[src/rtl/priv_key_gen.sv]
// Bit-serial extended-Euclid private exponent generator: d = e^-1 mod phi, or ok=0 when no inverse exists.
// Optional macro PRIV_KEY_CYCLE_CNT_EN adds a saturating 'cycles' latency output.
module priv_key_gen #(
  parameter int WIDTH = 8
) (
  input  logic               clk,
  input  logic               rst,
  input  logic               start,
  input  logic [WIDTH-1:0]   e,
  input  logic [2*WIDTH-1:0] phi,
  output logic [2*WIDTH-1:0] d,
  output logic               ok,
  output logic               finish,
  output logic               busy
`ifdef PRIV_KEY_CYCLE_CNT_EN
  ,
  output logic [31:0]        cycles
`endif
);
  localparam int N  = 2 * WIDTH;
  localparam int CW = $clog2(N);

  typedef enum logic [2:0] {S_IDLE, S_CHECK, S_DIV, S_MUL, S_UPD} state_t;

  state_t        state_q, state_d;
  logic [N-1:0]  r0_q, r0_d, r1_q, r1_d, t0_q, t0_d, t1_q, t1_d;
  logic [N-1:0]  quo_q, quo_d, phi_q, phi_d, d_q, d_d;
  logic [N:0]    rem_q, rem_d, acc_q, acc_d;
  logic [CW-1:0] cnt_q, cnt_d;
  logic          ok_q, ok_d, fin_q, fin_d;

  logic [N:0]    rem_sh, acc_dbl, acc_red, acc_add, acc_sum, t_dif;

  always_ff @(posedge clk or posedge rst) begin
    if (rst) begin
      state_q <= S_IDLE;
      r0_q    <= '0;
      r1_q    <= '0;
      t0_q    <= '0;
      t1_q    <= '0;
      quo_q   <= '0;
      rem_q   <= '0;
      acc_q   <= '0;
      phi_q   <= '0;
      cnt_q   <= '0;
      d_q     <= '0;
      ok_q    <= 1'b0;
      fin_q   <= 1'b0;
    end else begin
      state_q <= state_d;
      r0_q    <= r0_d;
      r1_q    <= r1_d;
      t0_q    <= t0_d;
      t1_q    <= t1_d;
      quo_q   <= quo_d;
      rem_q   <= rem_d;
      acc_q   <= acc_d;
      phi_q   <= phi_d;
      cnt_q   <= cnt_d;
      d_q     <= d_d;
      ok_q    <= ok_d;
      fin_q   <= fin_d;
    end
  end

  always_comb begin
    state_d = state_q;
    r0_d    = r0_q;
    r1_d    = r1_q;
    t0_d    = t0_q;
    t1_d    = t1_q;
    quo_d   = quo_q;
    rem_d   = rem_q;
    acc_d   = acc_q;
    phi_d   = phi_q;
    cnt_d   = cnt_q;
    d_d     = d_q;
    ok_d    = ok_q;
    fin_d   = 1'b0;

    // Restoring-divide step: remainder stays below r1, so its top bit is always clear.
    rem_sh  = (rem_q << 1) | {{N{1'b0}}, quo_q[N-1]};
    // Shift-add modular multiply step; acc < phi holds before and after.
    acc_dbl = acc_q << 1;
    acc_red = (acc_dbl >= {1'b0, phi_q}) ? acc_dbl - {1'b0, phi_q} : acc_dbl;
    acc_add = acc_red + (quo_q[N-1] ? {1'b0, t1_q} : '0);
    acc_sum = (acc_add >= {1'b0, phi_q}) ? acc_add - {1'b0, phi_q} : acc_add;
    t_dif   = {1'b0, t0_q} + {1'b0, phi_q} - acc_q;

    unique case (state_q)
      S_IDLE: begin
        if (start) begin
          r0_d    = phi;
          r1_d    = {{WIDTH{1'b0}}, e};
          t0_d    = '0;
          t1_d    = N'(1);
          phi_d   = phi;
          state_d = S_CHECK;
        end
      end
      S_CHECK: begin
        if (phi_q < N'(2)) begin
          fin_d   = 1'b1;
          ok_d    = 1'b0;
          d_d     = '0;
          state_d = S_IDLE;
        end else if (r1_q == '0) begin
          fin_d   = 1'b1;
          ok_d    = (r0_q == N'(1));
          d_d     = (r0_q == N'(1)) ? t0_q : '0;
          state_d = S_IDLE;
        end else begin
          rem_d   = '0;
          acc_d   = '0;
          quo_d   = r0_q;
          cnt_d   = '0;
          state_d = S_DIV;
        end
      end
      S_DIV: begin
        quo_d = {quo_q[N-2:0], 1'b0};
        if (rem_sh >= {1'b0, r1_q}) begin
          rem_d    = rem_sh - {1'b0, r1_q};
          quo_d[0] = 1'b1;
        end else begin
          rem_d = rem_sh;
        end
        cnt_d = cnt_q + CW'(1);
        if (cnt_q == CW'(N-1)) begin
          cnt_d   = '0;
          state_d = S_MUL;
        end
      end
      S_MUL: begin
        acc_d = acc_sum;
        quo_d = {quo_q[N-2:0], 1'b0};
        cnt_d = cnt_q + CW'(1);
        if (cnt_q == CW'(N-1)) begin
          cnt_d   = '0;
          state_d = S_UPD;
        end
      end
      S_UPD: begin
        r0_d    = r1_q;
        r1_d    = N'(rem_q);
        t0_d    = t1_q;
        t1_d    = (t0_q >= N'(acc_q)) ? t0_q - N'(acc_q) : N'(t_dif);
        state_d = S_CHECK;
      end
      default: state_d = S_IDLE;
    endcase
  end

  assign d      = d_q;
  assign ok     = ok_q;
  assign finish = fin_q;
  assign busy   = (state_q != S_IDLE);

`ifdef PRIV_KEY_CYCLE_CNT_EN
  logic [31:0] cyc_cnt_q, cyc_cnt_d, cycles_q, cycles_d, cyc_inc;

  always_ff @(posedge clk or posedge rst) begin
    if (rst) begin
      cyc_cnt_q <= '0;
      cycles_q  <= '0;
    end else begin
      cyc_cnt_q <= cyc_cnt_d;
      cycles_q  <= cycles_d;
    end
  end

  // cyc_cnt holds the number of edges already elapsed since (and including) the start edge.
  always_comb begin
    cyc_inc   = (cyc_cnt_q == 32'hFFFF_FFFF) ? cyc_cnt_q : cyc_cnt_q + 32'd1;
    cyc_cnt_d = cyc_cnt_q;
    cycles_d  = cycles_q;
    if (state_q == S_IDLE) begin
      if (start) cyc_cnt_d = 32'd1;
    end else begin
      cyc_cnt_d = cyc_inc;
    end
    if (fin_d) cycles_d = cyc_inc;
  end

  assign cycles = cycles_q;
`endif
endmodule

[config.mk]
export PLATFORM = sky130hd
export DESIGN_NAME = priv_key_gen
export DESIGN_NICKNAME = d
export VERILOG_FILES = /design/src/rtl/priv_key_gen.sv
export SDC_FILE = /design/constraint.sdc
export NUM_CORES = 1
export LEC_CHECK = 0
export ABC_AREA = 1
export BUFFER_PORTS_ARGS = -buffer_cell sky130_fd_sc_hd__buf_2
export CAP_MARGIN = 40
export CORE_ASPECT_RATIO = 1.2
export CORE_UTILIZATION = 35
export DETAILED_ROUTE_END_ITERATION = 8
export MAX_ROUTING_LAYER = met4
export PLACE_DENSITY = 0.56
export SYNTH_ARGS = -nofsm -noshare
export SYNTH_HDL_FRONTEND = slang
export SYNTH_SLANG_ARGS = --single-unit
[constraint.sdc]
create_clock -name clk -period 13.99 [get_ports clk]
set_clock_uncertainty 0.1 [all_clocks]
set_input_delay 0.6995 -clock clk [delete_from_list [all_inputs] [get_ports clk]]
set_output_delay 0.6995 -clock clk [all_outputs]
set_load 0.01 [all_outputs]
==> metrics.txt <==
Post-DP HPWL 30.4 mm; CTS Hold Bufs 0; Post-synth EDFFs 0; Setup Buffers After CTS 0; warnings from Yosys 0; Final Max Slew Viols 0; number of library cell types mapped by synthesis 49; Arrival @ worst endpoint 6170 ps; DRT Wirelength 38.5 mm; crit-path max FO 18; GRT Overall Usage 23.0%; antenna violations before repair 1; root buffer cell clkbuf_16; drt first pass iters 5; Syn Area/Cell 7.14 sq um; flops & latches, synth 153; H-tree depth 4; n_diodes 0; first-pass GRT wire length 61.3 mm; final setup violating endpoints 0; CTS tree done; Synth area leader dfrtp_1; largest net degree at the start of global routing 60; crit path buf inv count 4; Avg Vias per Cell 5.10; share of the synthesized area in the top cell type 31.3%; CTS Buf Count 17; RSZ-0062 raised after global routing no; Max Cap Viol 0; drt initial violations 726; Syn Std Cell Area 0.0122 sq mm; ys async rst share 100%; non-filler cells, final 2212; final hold viol count 0; Fmax 0.170 GHz; # resized after CTS 0; Setup Total Neg Slack 0 ps; gr ovfl total 0; Vias 11300; worst path required time 14270 ps; CP top delay family simple AND/OR/NAND/NOR gates; Cells after Synth 1711; minimum clock period 5890 ps; nets 1887; drt wl/cell 17.4 um; Seq/Total Area, Yosys 31.3%; Rows 74; status finished, final reports clean; Synth Flop Type dfrtp_1; dpl cells 2180; Net Count, Synth 1855; Reg clk slew, reported paths 80 ps; ratio of cells with drive above 1 in the final layout 7.63%; CP most frequent cell nand2_1; period utilization 42.1%; worst-margin pin slew 903 ps; die height 207 um; GPL Wtd Cong 0.922; Setup crit start kind register; HP Class in -> async; vias in the first global route 11400; starting density of the core 35.8%; crit path capture type register; worst skew pair latency 450 ps; Area Growth Syn to Fin 11.4%; # clock sinks 153; Max-slew headroom 39.6%; Final ANT Viol Nets 0; core box area 0.0342 sq mm; dominant cells by area after synthesis dfrtp_1, nand2_1, ha_1, inv_1, o21ai_0; CP max stage delay 400 ps; drt drc 0; worst setup path class reg -> reg; Ports 46; port bufs 45; die area 0.0357 sq mm; die width 173 um; Critical-path top delay cell fa_1; clk buf depth 2
==> final cells by class <==
| class | instances | area (sq um) |
|---|---|---|
| fill | 3551 | 20600 |
| multi-input combinational | 1229 | 7140 |
| sequential | 153 | 3830 |
| inverter | 286 | 1080 |
| tap | 456 | 571 |
| clock buffer | 18 | 439 |
| timing repair buffer | 56 | 379 |
| clock inverter | 14 | 175 |
==> placed cells by master, fill, tap and decap left out, types with 2 or more instances in the layout <==
| cell type | netlist | layout |
|---|---|---|
| nand3_2 | 2 | 2 |
| buf_2 | 12 | 45 |
| nor2_2 | 3 | 5 |
| nand3_1 | 89 | 89 |
| o21ai_2 | 3 | 3 |
| nor3_1 | 9 | 8 |
| nand4_1 | 25 | 25 |
| nor2_1 | 88 | 86 |
| ha_1 | 97 | 97 |
| buf_16 | 0 | 3 |
| xor2_1 | 39 | 39 |
| a21oi_1 | 93 | 93 |
| o21ai_1 | 34 | 34 |
| clkbuf_16 | 0 | 17 |
| clkinv_8 | 0 | 2 |
| inv_1 | 282 | 281 |
| nor4_1 | 14 | 14 |
| inv_6 | 0 | 3 |
| inv_8 | 0 | 7 |
| o22ai_1 | 21 | 21 |
| o21bai_1 | 6 | 6 |
| a21o_1 | 6 | 6 |
| nand3b_1 | 7 | 7 |
| inv_2 | 4 | 4 |
| buf_4 | 2 | 6 |
| xnor2_1 | 28 | 28 |
| dfrtp_1 | 153 | 153 |
| a31oi_1 | 6 | 6 |
| o21a_1 | 4 | 4 |
| a221oi_1 | 7 | 7 |
| o211ai_1 | 17 | 17 |
| nand2_2 | 17 | 18 |
| o21ai_0 | 117 | 117 |
| nand2_1 | 459 | 458 |
| fa_1 | 20 | 20 |
| nand2_8 | 2 | 2 |
| nand2_4 | 2 | 2 |
==> path summary, 6_finish.rpt <==
check,start,slack (ps),depth (start not counted),end
worst max register to register,phi_q[5],8100,31,acc_q[12]
worst min register to register,ok,380,2,ok
worst min-delay path,rst,150,2,d[10]
worst max-delay path,phi_q[5],8100,31,acc_q[12]
max in group asynchronous,rst,12170,4,quo_q[0]
min in group clk,ok,380,2,ok
==> sequential cells by signal (all words and copies together), names as in the netlist <==
signal   cells
acc_q       16
cnt_q        4
d           16
finish       1
ok           1
phi_q       16
quo_q       16
r0_q        16
r1_q        16
rem_q       16
state_q      3
t0_q        16
t1_q        16
==> layer usage <==
metal / global-route usage (%) / up-vias / wire (um)
met5: - / - / 0
met2: 41.4 / 269 / 19700
li1: - / 5607 / -
met4: 9.57 / 0 / 1360
met3: 2.40 / 84 / 1180
met1: 26.1 / 5327 / 16300
==> cell usage after synthesis (all sizes together), types with 4 or more instances <==
master / number
a21o: 6
a21oi: 94
a221oi: 7
a31oi: 7
buf: 19
clkbuf: 24
dfrtp: 153
fa: 20
ha: 97
inv: 286
nand2: 480
nand3: 91
nand3b: 7
nand4: 26
nor2: 92
nor3: 10
nor4: 14
o211ai: 17
o21a: 4
o21ai: 154
o21bai: 6
o22ai: 21
xnor2: 28
xor2: 39
==> per-stage QoR <==
stage	hold slack [ps]	setup slack (ps)	utilization (%)	cell area, sq um
6_report	155	8100	39.8	13600
5_1_grt	181	7510	39.8	13600
4_1_cts	165	8130	39.8	13600
3_5_place_dp	361	8170	38.0	13000
3_3_place_gp	360	8190	37.7	12900
2_1_floorplan	349	9070	-	12200
==> kinds of logic (layout without fill, tap and decap cells) <==
group,after synthesis,count (layout),synth area share (%)
xor+xnor,67,67,4.80
buf+inv,329,374,10.4
flops,153,153,31.3
compound gates,323,323,14.8
fa+ha+maj,117,117,13.2
simple gates,722,722,25.4
Power is not shown: default switching activity piles up to over one toggle a cycle in this logic, so the estimate is an artifact.
